`config.mk`:
```
export PLATFORM = sky130hd
export DESIGN_NAME = uart_rx
export DESIGN_NICKNAME = d
export VERILOG_FILES = /design/src/rtl/uart_rx.sv
export SDC_FILE = /design/constraint.sdc
export NUM_CORES = 1
export LEC_CHECK = 0
export BUFFER_PORTS_ARGS = -buffer_cell sky130_fd_sc_hd__buf_4
export CAP_MARGIN = 20
export CORE_MARGIN = 2
export CORE_UTILIZATION = 40
export CTS_CLUSTER_DIAMETER = 100
export DETAILED_ROUTE_END_ITERATION = 16
export PLACE_DENSITY = 0.64
export SLEW_MARGIN = 20
export SYNTH_ARGS = -nofsm -noshare
export SYNTH_HDL_FRONTEND = slang
export SYNTH_SLANG_ARGS = --single-unit
```
`constraint.sdc`:
```
create_clock -name clock -period 2.3 [get_ports clock]
set_input_delay 0 -clock clock [delete_from_list [all_inputs] [get_ports clock]]
set_output_delay 0 -clock clock [all_outputs]
set_load 0.02 [all_outputs]
```
`src/rtl/uart_rx.sv`:
```
// Purpose     : UART serial receiver, 16x oversampled; frame = start(0), N_BITS_DATA data LSB first, parity, stop(1).
// Latency     : rx_done pulses mid stop bit, about 10.5 bit periods (+3 clocks) after the start-bit falling edge on the pin.
// Backpressure: none; the line cannot be stalled. Each byte is presented with a one-clock rx_done pulse and held until the next frame.
//
// Ports:
//   clock        system clock, rising edge
//   reset        asynchronous active-low reset
//   s_ticks      oversampling tick, one-clock pulse, 16 per bit period
//   rx_data_in   serial line, asynchronous to clock, idles high
//   rx_data_out  last received byte
//   rx_done      one-clock pulse when a frame completes
//   frame_err    stop bit sampled 0 in the last frame
//   parity_err   even-parity mismatch in the last frame (only when UART_RX_PARITY_CHECK_EN is defined, else 0)
//
// Build option: `define UART_RX_PARITY_CHECK_EN to check the parity slot against even parity of the data.

module uart_rx #(
    parameter int N_BITS_DATA  = 8,
    parameter int N_CONT_TICKS = 4,
    parameter int N_BITS_STATE = 5
) (
    input  logic                   clock,
    input  logic                   reset,
    input  logic                   s_ticks,
    input  logic                   rx_data_in,
    output logic [N_BITS_DATA-1:0] rx_data_out,
    output logic                   rx_done,
    output logic                   frame_err,
    output logic                   parity_err
);

    localparam logic [N_BITS_STATE-1:0] ST_IDLE   = N_BITS_STATE'(5'b00001);
    localparam logic [N_BITS_STATE-1:0] ST_START  = N_BITS_STATE'(5'b00010);
    localparam logic [N_BITS_STATE-1:0] ST_DATA   = N_BITS_STATE'(5'b00100);
    localparam logic [N_BITS_STATE-1:0] ST_PARITY = N_BITS_STATE'(5'b01000);
    localparam logic [N_BITS_STATE-1:0] ST_STOP   = N_BITS_STATE'(5'b10000);

    localparam logic [N_CONT_TICKS-1:0] TICK_MID  = N_CONT_TICKS'(7);
    localparam logic [N_CONT_TICKS-1:0] TICK_LAST = N_CONT_TICKS'(15);
    localparam logic [N_CONT_TICKS-1:0] BIT_LAST  = N_CONT_TICKS'(N_BITS_DATA - 1);
    localparam logic [N_CONT_TICKS-1:0] CNT_ONE   = N_CONT_TICKS'(1);

    // Two-flop synchronizer; reset to the idle (high) line level so reset
    // release never looks like a start bit.
    logic rx_meta_q;
    logic rx_s_q;

    logic [N_BITS_STATE-1:0] state_q, state_d;
    logic                    armed_q, armed_d;
    logic [N_CONT_TICKS-1:0] tick_q,  tick_d;
    logic [N_CONT_TICKS-1:0] bit_q,   bit_d;
    logic [N_BITS_DATA-1:0]  shift_q, shift_d;
    logic [N_BITS_DATA-1:0]  data_q,  data_d;
    logic                    done_q,  done_d;
    logic                    ferr_q,  ferr_d;
    logic                    perr_q,  perr_d;
`ifdef UART_RX_PARITY_CHECK_EN
    logic                    parity_q, parity_d;
`endif

    always_ff @(posedge clock or negedge reset) begin
        if (!reset) begin
            rx_meta_q <= 1'b1;
            rx_s_q    <= 1'b1;
        end else begin
            rx_meta_q <= rx_data_in;
            rx_s_q    <= rx_meta_q;
        end
    end

    always_comb begin
        state_d = state_q;
        armed_d = armed_q;
        tick_d  = tick_q;
        bit_d   = bit_q;
        shift_d = shift_q;
        data_d  = data_q;
        done_d  = 1'b0;
        ferr_d  = ferr_q;
        perr_d  = perr_q;
`ifdef UART_RX_PARITY_CHECK_EN
        parity_d = parity_q;
`endif

        case (state_q)
            ST_IDLE: begin
                // armed is only set by seeing the line high, so a line held
                // low after a bad stop bit (break) cannot start a new frame.
                if (rx_s_q) begin
                    armed_d = 1'b1;
                end else if (armed_q) begin
                    state_d = ST_START;
                    tick_d  = '0;
                end
            end

            ST_START: begin
                if (s_ticks) begin
                    if (tick_q == TICK_MID) begin
                        if (!rx_s_q) begin
                            tick_d  = '0;
                            bit_d   = '0;
                            state_d = ST_DATA;
                        end else begin
                            // Glitch shorter than half a bit: drop it silently.
                            state_d = ST_IDLE;
                        end
                    end else begin
                        tick_d = tick_q + CNT_ONE;
                    end
                end
            end

            ST_DATA: begin
                if (s_ticks) begin
                    if (tick_q == TICK_LAST) begin
                        // LSB arrives first: shifting right from the MSB
                        // leaves the first bit at position 0.
                        shift_d = {rx_s_q, shift_q[N_BITS_DATA-1:1]};
                        bit_d   = bit_q + CNT_ONE;
                        tick_d  = '0;
                        if (bit_q == BIT_LAST) begin
                            state_d = ST_PARITY;
                        end
                    end else begin
                        tick_d = tick_q + CNT_ONE;
                    end
                end
            end

            ST_PARITY: begin
                if (s_ticks) begin
                    if (tick_q == TICK_LAST) begin
`ifdef UART_RX_PARITY_CHECK_EN
                        parity_d = rx_s_q;
`endif
                        tick_d  = '0;
                        state_d = ST_STOP;
                    end else begin
                        tick_d = tick_q + CNT_ONE;
                    end
                end
            end

            ST_STOP: begin
                if (s_ticks) begin
                    if (tick_q == TICK_LAST) begin
                        data_d  = shift_q;
                        ferr_d  = ~rx_s_q;
`ifdef UART_RX_PARITY_CHECK_EN
                        perr_d  = (^shift_q) ^ parity_q;
`else
                        perr_d  = 1'b0;
`endif
                        done_d  = 1'b1;
                        tick_d  = '0;
                        // Leaving mid stop bit lets the next start edge be
                        // caught immediately for back-to-back frames.
                        state_d = ST_IDLE;
                        armed_d = rx_s_q;
                    end else begin
                        tick_d = tick_q + CNT_ONE;
                    end
                end
            end

            default: begin
                state_d = ST_IDLE;
            end
        endcase
    end

    always_ff @(posedge clock or negedge reset) begin
        if (!reset) begin
            state_q  <= ST_IDLE;
            armed_q  <= 1'b0;
            tick_q   <= '0;
            bit_q    <= '0;
            shift_q  <= '0;
            data_q   <= '0;
            done_q   <= 1'b0;
            ferr_q   <= 1'b0;
            perr_q   <= 1'b0;
`ifdef UART_RX_PARITY_CHECK_EN
            parity_q <= 1'b0;
`endif
        end else begin
            state_q  <= state_d;
            armed_q  <= armed_d;
            tick_q   <= tick_d;
            bit_q    <= bit_d;
            shift_q  <= shift_d;
            data_q   <= data_d;
            done_q   <= done_d;
            ferr_q   <= ferr_d;
            perr_q   <= perr_d;
`ifdef UART_RX_PARITY_CHECK_EN
            parity_q <= parity_d;
`endif
        end
    end

    assign rx_data_out = data_q;
    assign rx_done     = done_q;
    assign frame_err   = ferr_q;
    assign parity_err  = perr_q;

endmodule
```
; Yosys cells after proc, flatten, opt, wreduce, memory -nomap -nowiden
; Cells that the tools add are included.
[totals]
output_inout_bits = 11
inputBits = 4
memories = 0
romBits = 0
elab_cells = 79
ram_bits = 0
latch_bits = 0
regBits = 34
[classes]
n_addsub = 2
n_bitwise = 1
mux = 33
n_shift = 0
n_reduce_logical = 10
n_mul = 0
n_div = 0
eq_ne = 23
magnitude_cmp = 0
[ops]
columns = operator, n
row1 = 5-bit two-way mux, 11
row2 = 4-bit two-way mux, 11
row3 = "2-bit != test, second input constant", 13
row4 = 5-bit one-hot mux with 5 select lines, 1
row5 = 4-bit one-hot mux with 3 select lines, 1
row6 = 6-bit AND reduction, 2
row7 = 11-bit AND reduction, 1
row8 = "4-bit by 1-bit adder with 4-bit output, second input constant", 2
row9 = "4-bit by 3-bit == test with 1-bit output, second input constant", 2
row10 = 4-bit one-hot mux with 2 select lines, 1
row11 = 1-bit two-way mux, 6
row12 = 3-bit AND reduction, 2
row13 = "5-bit by 1-bit == test with 1-bit output, second input constant", 1
row14 = "5-bit by 2-bit == test with 1-bit output, second input constant", 1
row15 = "5-bit by 3-bit == test with 1-bit output, second input constant", 1
row16 = "5-bit by 4-bit == test with 1-bit output, second input constant", 1
row17 = "5-bit == test, second input constant", 1
row18 = "4-bit == test, second input constant", 1
row19 = 4-bit AND reduction, 1
row20 = 2-bit nonzero test, 2
row21 = 3-bit two-way mux, 1
row22 = "3-bit != test, second input constant", 1
row23 = 3-bit nonzero test, 1
row24 = 3-bit OR reduction, 1
row25 = other kinds (3), 3

; Longest topological paths before layout
[logic_depth]
ltp_word = 5
depth_mapped = 7
depth_no_buf = 6

; Worst setup path before layout
; OpenSTA, ideal clock, no wires.
[synth_path]
path_type = register to register
start = register state_q[0]
end = register shift_q[1]
slack_ps = 332
stages_incl_launch_ff = 7
period_less_slack_ps = 1968
t_arrival_ps = 1843
setup_ps = 125
cell_sequence = dfstp_2 > buf_6 > or4b_4 > nor2_1 > and3_1 > buf_4 > mux2_2
[synth_between]
elab_chain_cells = 2
[synth_rtl]
columns = element, line
row1 = start: declaration, 48  ; logic [N_BITS_STATE-1:0] state_q, state_d;
row2 = start signal: assignment, 188  ; state_q <= state_d;
row3 = 5-bit by 3-bit == test with 1-bit output, 85  ; case (state_q)
row4 = 3-bit AND reduction (no source line), -
row5 = end signal: assignment, 192  ; shift_q <= shift_d;
row6 = end: declaration, 52  ; logic [N_BITS_DATA-1:0] shift_q, shift_d;
; No other way between the ends.
; A chain may end at the register's enable or synchronous reset.

; Worst setup path in the final report
[layout_path]
start = register state_q[4]
end = register state_q[3]
[layout_between]
elab_chain_cells = 3
elab_cells_between_ends = 18
cone_classes = eq/ne (16) / mux (1) / reduce/logical (1)
[layout_rtl]
columns = element, line
row1 = "5-bit by 3-bit == test with 1-bit output, or another cell as far along", 85
row2 = 2-bit != test (no source line), -
row3 = 11-bit AND reduction (no source line), -
; Parallel ways exist; a longest one is shown, timed or not.

==> impl_metrics.json <==
{
  "timing.setup.critical_path_class": "flip-flop to flip-flop",
  "placed_area_um2": 1860,
  "worstSetupEndpointType": "flip-flop",
  "top_level_ports": 15,
  "maximum_number_of_pins_on_one_net_before_global_route_repair": 35,
  "drtPass1Iterations": 5,
  "place_inst": 221,
  "status": "finished, final reports clean",
  "avg_wl_per_cell_um": 14.3,
  "grt_setup_unrepaired": "no",
  "setup_slack_ns": 0.138,
  "path_max_fanout": 10,
  "timing.critical_path.arrival_ns": 2.33,
  "grt-ovfl-total": 0,
  "row_count": 23,
  "finClkSkew_ns": 0.00322,
  "drt_first_iter_violations": 70,
  "layout.cell_area.non_filler_um2": 1970,
  "place_worst_setup_slack_ns": 0.156,
  "maxCapViolCount": 0,
  "synth_sequential_area_ratio_pct": 49.3,
  "reg2reg_depth": 5,
  "ctsLongestPathBuffers": 2,
  "routed-via-count": 1255,
  "crit_required_ns": 2.47,
  "final_hold_viol_count": 0,
  "via_count_of_the_first_global_routing_pass": 1277,
  "worst_ir_drop_vdd_mv": 0.526,
  "netlist_area_pre_place_um2": 1730,
  "cts_setup_buffers": 0,
  "clock_sinks": 34,
  "drtAntennaViolNets": 0,
  "die-area_um2": 4880,
  "fmax_mhz": 462,
  "die_h_um": 69.8,
  "area_delta_synth_final_pct": 13.7,
  "globalplace.congestion": 0.881,
  "ys_warn_count": 0,
  "initial_core_util_pct": 42.4,
  "cts.hold.buffers_added": 2,
  "ctsResizeCount": 0,
  "power_leakage_nw": 0.967,
  "synth.lib_cells_used.distinct": 47,
  "numPortBuffers": 13,
  "hpwlAfterDp_um": 2400,
  "ys_seq_elements": 34,
  "clkSlewWorstSetupHoldPaths_ns": 0.07,
  "cts_tree": "done",
  "final_max_slew_viol_count": 0,
  "final_cell_mix": "sky130_fd_sc_hd__nand2_1, sky130_fd_sc_hd__dfrtp_1, sky130_fd_sc_hd__buf_4, sky130_fd_sc_hd__o21ai_0, sky130_fd_sc_hd__mux2_2",
  "synth_async_sr_flop_share_pct": 100,
  "multiInputGateArea_um2": 786,
  "tns_ns": 0,
  "ff_latch_area_um2": 855,
  "synth_flop_cell": "sky130_fd_sc_hd__dfrtp_1",
  "clkLatencyLatePin_ns": 0.28,
  "synth.avg_cell_area_um2": 10.5,
  "design.final.nets": 186,
  "route.final.wire_length_um": 3310,
  "htree_levels": 2,
  "die_width_um": 69.8,
  "nFillCells": 371,
  "timing.final.crit_share_pct": 94.0,
  "route.detailed.drc": 0,
  "cts_root_buffer": "sky130_fd_sc_hd__clkbuf_8",
  "setup_viol_count_final": 0,
  "grt_first_pass_wirelength_um": 5860,
  "p_per_area_nw_per_um2": 1000,
  "synthCells": 165,
  "number_of_synthesized_flops_with_an_enable_pin": 0,
  "postSynthNetCount": 171,
  "post_layout_nonfiller_instances": 231,
  "final.min_clock_period_ns": 2.16,
  "hold_class": "primary input to async pin",
  "grt_antenna_before_repair": 0,
  "design.core.area_um2": 4090,
  "grt.total_usage_pct": 15.1,
  "final_layout_size_suffix_gt1_share_pct": 26.0,
  "cts_made_buffers": 5,
  "vias_per_cell": 5.43,
  "antenna_cells": 0,
  "critPathLaunchType": "flip-flop"
}
-- worst max-delay path, stage by stage, from the launching register on --
cell,delay (ns)
sky130_fd_sc_hd__dfrtp_1,0.56
sky130_fd_sc_hd__nor2_1,0.16
sky130_fd_sc_hd__a221oi_2,0.49
sky130_fd_sc_hd__a211oi_2,0.15
sky130_fd_sc_hd__nor3_4,0.36
sky130_fd_sc_hd__mux2_4,0.33
-- per-stage QoR --
stage          total power [mW]  hold WS [ns]  utilization [%]
6_report                   1.97         0.193             48.3
5_1_grt                    2.11         0.237             48.3
4_1_cts                    1.98         0.209             48.3
3_5_place_dp               1.52       -0.0285             45.4
3_3_place_gp               1.51       -0.0347             45.4
2_1_floorplan              1.41        -0.296                -
-- cell families after synthesis --
logic type | synth area share (%)
flip-flops | 49.3
adder cells (fa/ha/maj) | 1.44
XOR/XNOR | 1.52
buffers and inverters | 5.41
other | 0.216
AND/OR/NAND/NOR | 19.5
AO/OA/AOI/OAI | 11.9
multiplexers | 10.8
-- synth_stat cells (2+ instances only) --
cell type,n,area share [%]
sky130_fd_sc_hd__o21ai_0,9,2.6
sky130_fd_sc_hd__nor2b_1,3,1.1
sky130_fd_sc_hd__nand2_1,31,6.7
sky130_fd_sc_hd__xor2_1,2,1.0
sky130_fd_sc_hd__o311ai_0,2,1.0
sky130_fd_sc_hd__nor3_1,2,0.58
sky130_fd_sc_hd__inv_1,6,1.3
sky130_fd_sc_hd__dfrtp_1,31,45
sky130_fd_sc_hd__mux2i_1,4,2.3
sky130_fd_sc_hd__and3_1,2,0.72
sky130_fd_sc_hd__mux2_4,3,2.6
sky130_fd_sc_hd__nor2_1,7,1.5
sky130_fd_sc_hd__buf_4,4,1.7
sky130_fd_sc_hd__dfstp_2,3,4.5
sky130_fd_sc_hd__nand3_1,4,1.2
sky130_fd_sc_hd__o2111ai_1,2,1.0
sky130_fd_sc_hd__nor4b_1,2,1.0
sky130_fd_sc_hd__clkbuf_1,3,0.65
sky130_fd_sc_hd__and2_1,2,0.72
sky130_fd_sc_hd__nand4_1,3,1.1
sky130_fd_sc_hd__mux2_2,9,5.8
sky130_fd_sc_hd__ha_1,2,1.4
sky130_fd_sc_hd__buf_2,3,0.87
sky130_fd_sc_hd__nor4_1,3,1.1
-- sequential cells by signal (all words and copies together), names as in the netlist, 4 cells and up --
register and flops:
state_q 5, tick_q 4, bit_q 4, shift_q 8
rx_data_out 8
-- worst paths after layout --
kind | slack (ns) | from | end
setup / recovery | 0.14 | state_q[4] | state_q[3]
max in group asynchronous | 1.78 | reset | state_q[0]
min in group clock | 0.24 | s_ticks | tick_q[3]
setup reg to reg | 0.14 | state_q[4] | state_q[3]
hold reg to reg | 0.36 | rx_meta_q | rx_s_q
hold / removal | 0.19 | reset | state_q[2]
-- where the power goes --
| part | leakage [nW] | switching, mW | total (mW) | internal [mW] |
|---|---|---|---|---|
| sequential | 0.457 | 0.128 | 0.789 | 0.661 |
| combinational | 0.462 | 0.393 | 0.727 | 0.334 |
| clock | 0.0472 | 0.215 | 0.455 | 0.240 |
| total | 0.967 | 0.736 | 1.97 | 1.24 |
-- cell type report --
type                            count  area share, %
Multi-Input combinational cell    113           39.8
Sequential cell                    34           43.3
Clock inverter                      2          0.635
Inverter                            7           1.33
Tap cell                           50           3.17
Timing Repair Buffer               19           7.49
Clock buffer                        6           4.19
-- metal layers --
metal,GRT usage [%],share of wire (%),up-vias,routed length (um)
met4,5.56,1.0,0,34
met5,0,0,-,0
met3,4.65,5.1,6,169
met2,24.2,48,40,1580
li1,-,-,613,-
met1,19.2,46,596,1520
No activity file was read; power rests on OpenSTA's default activity.
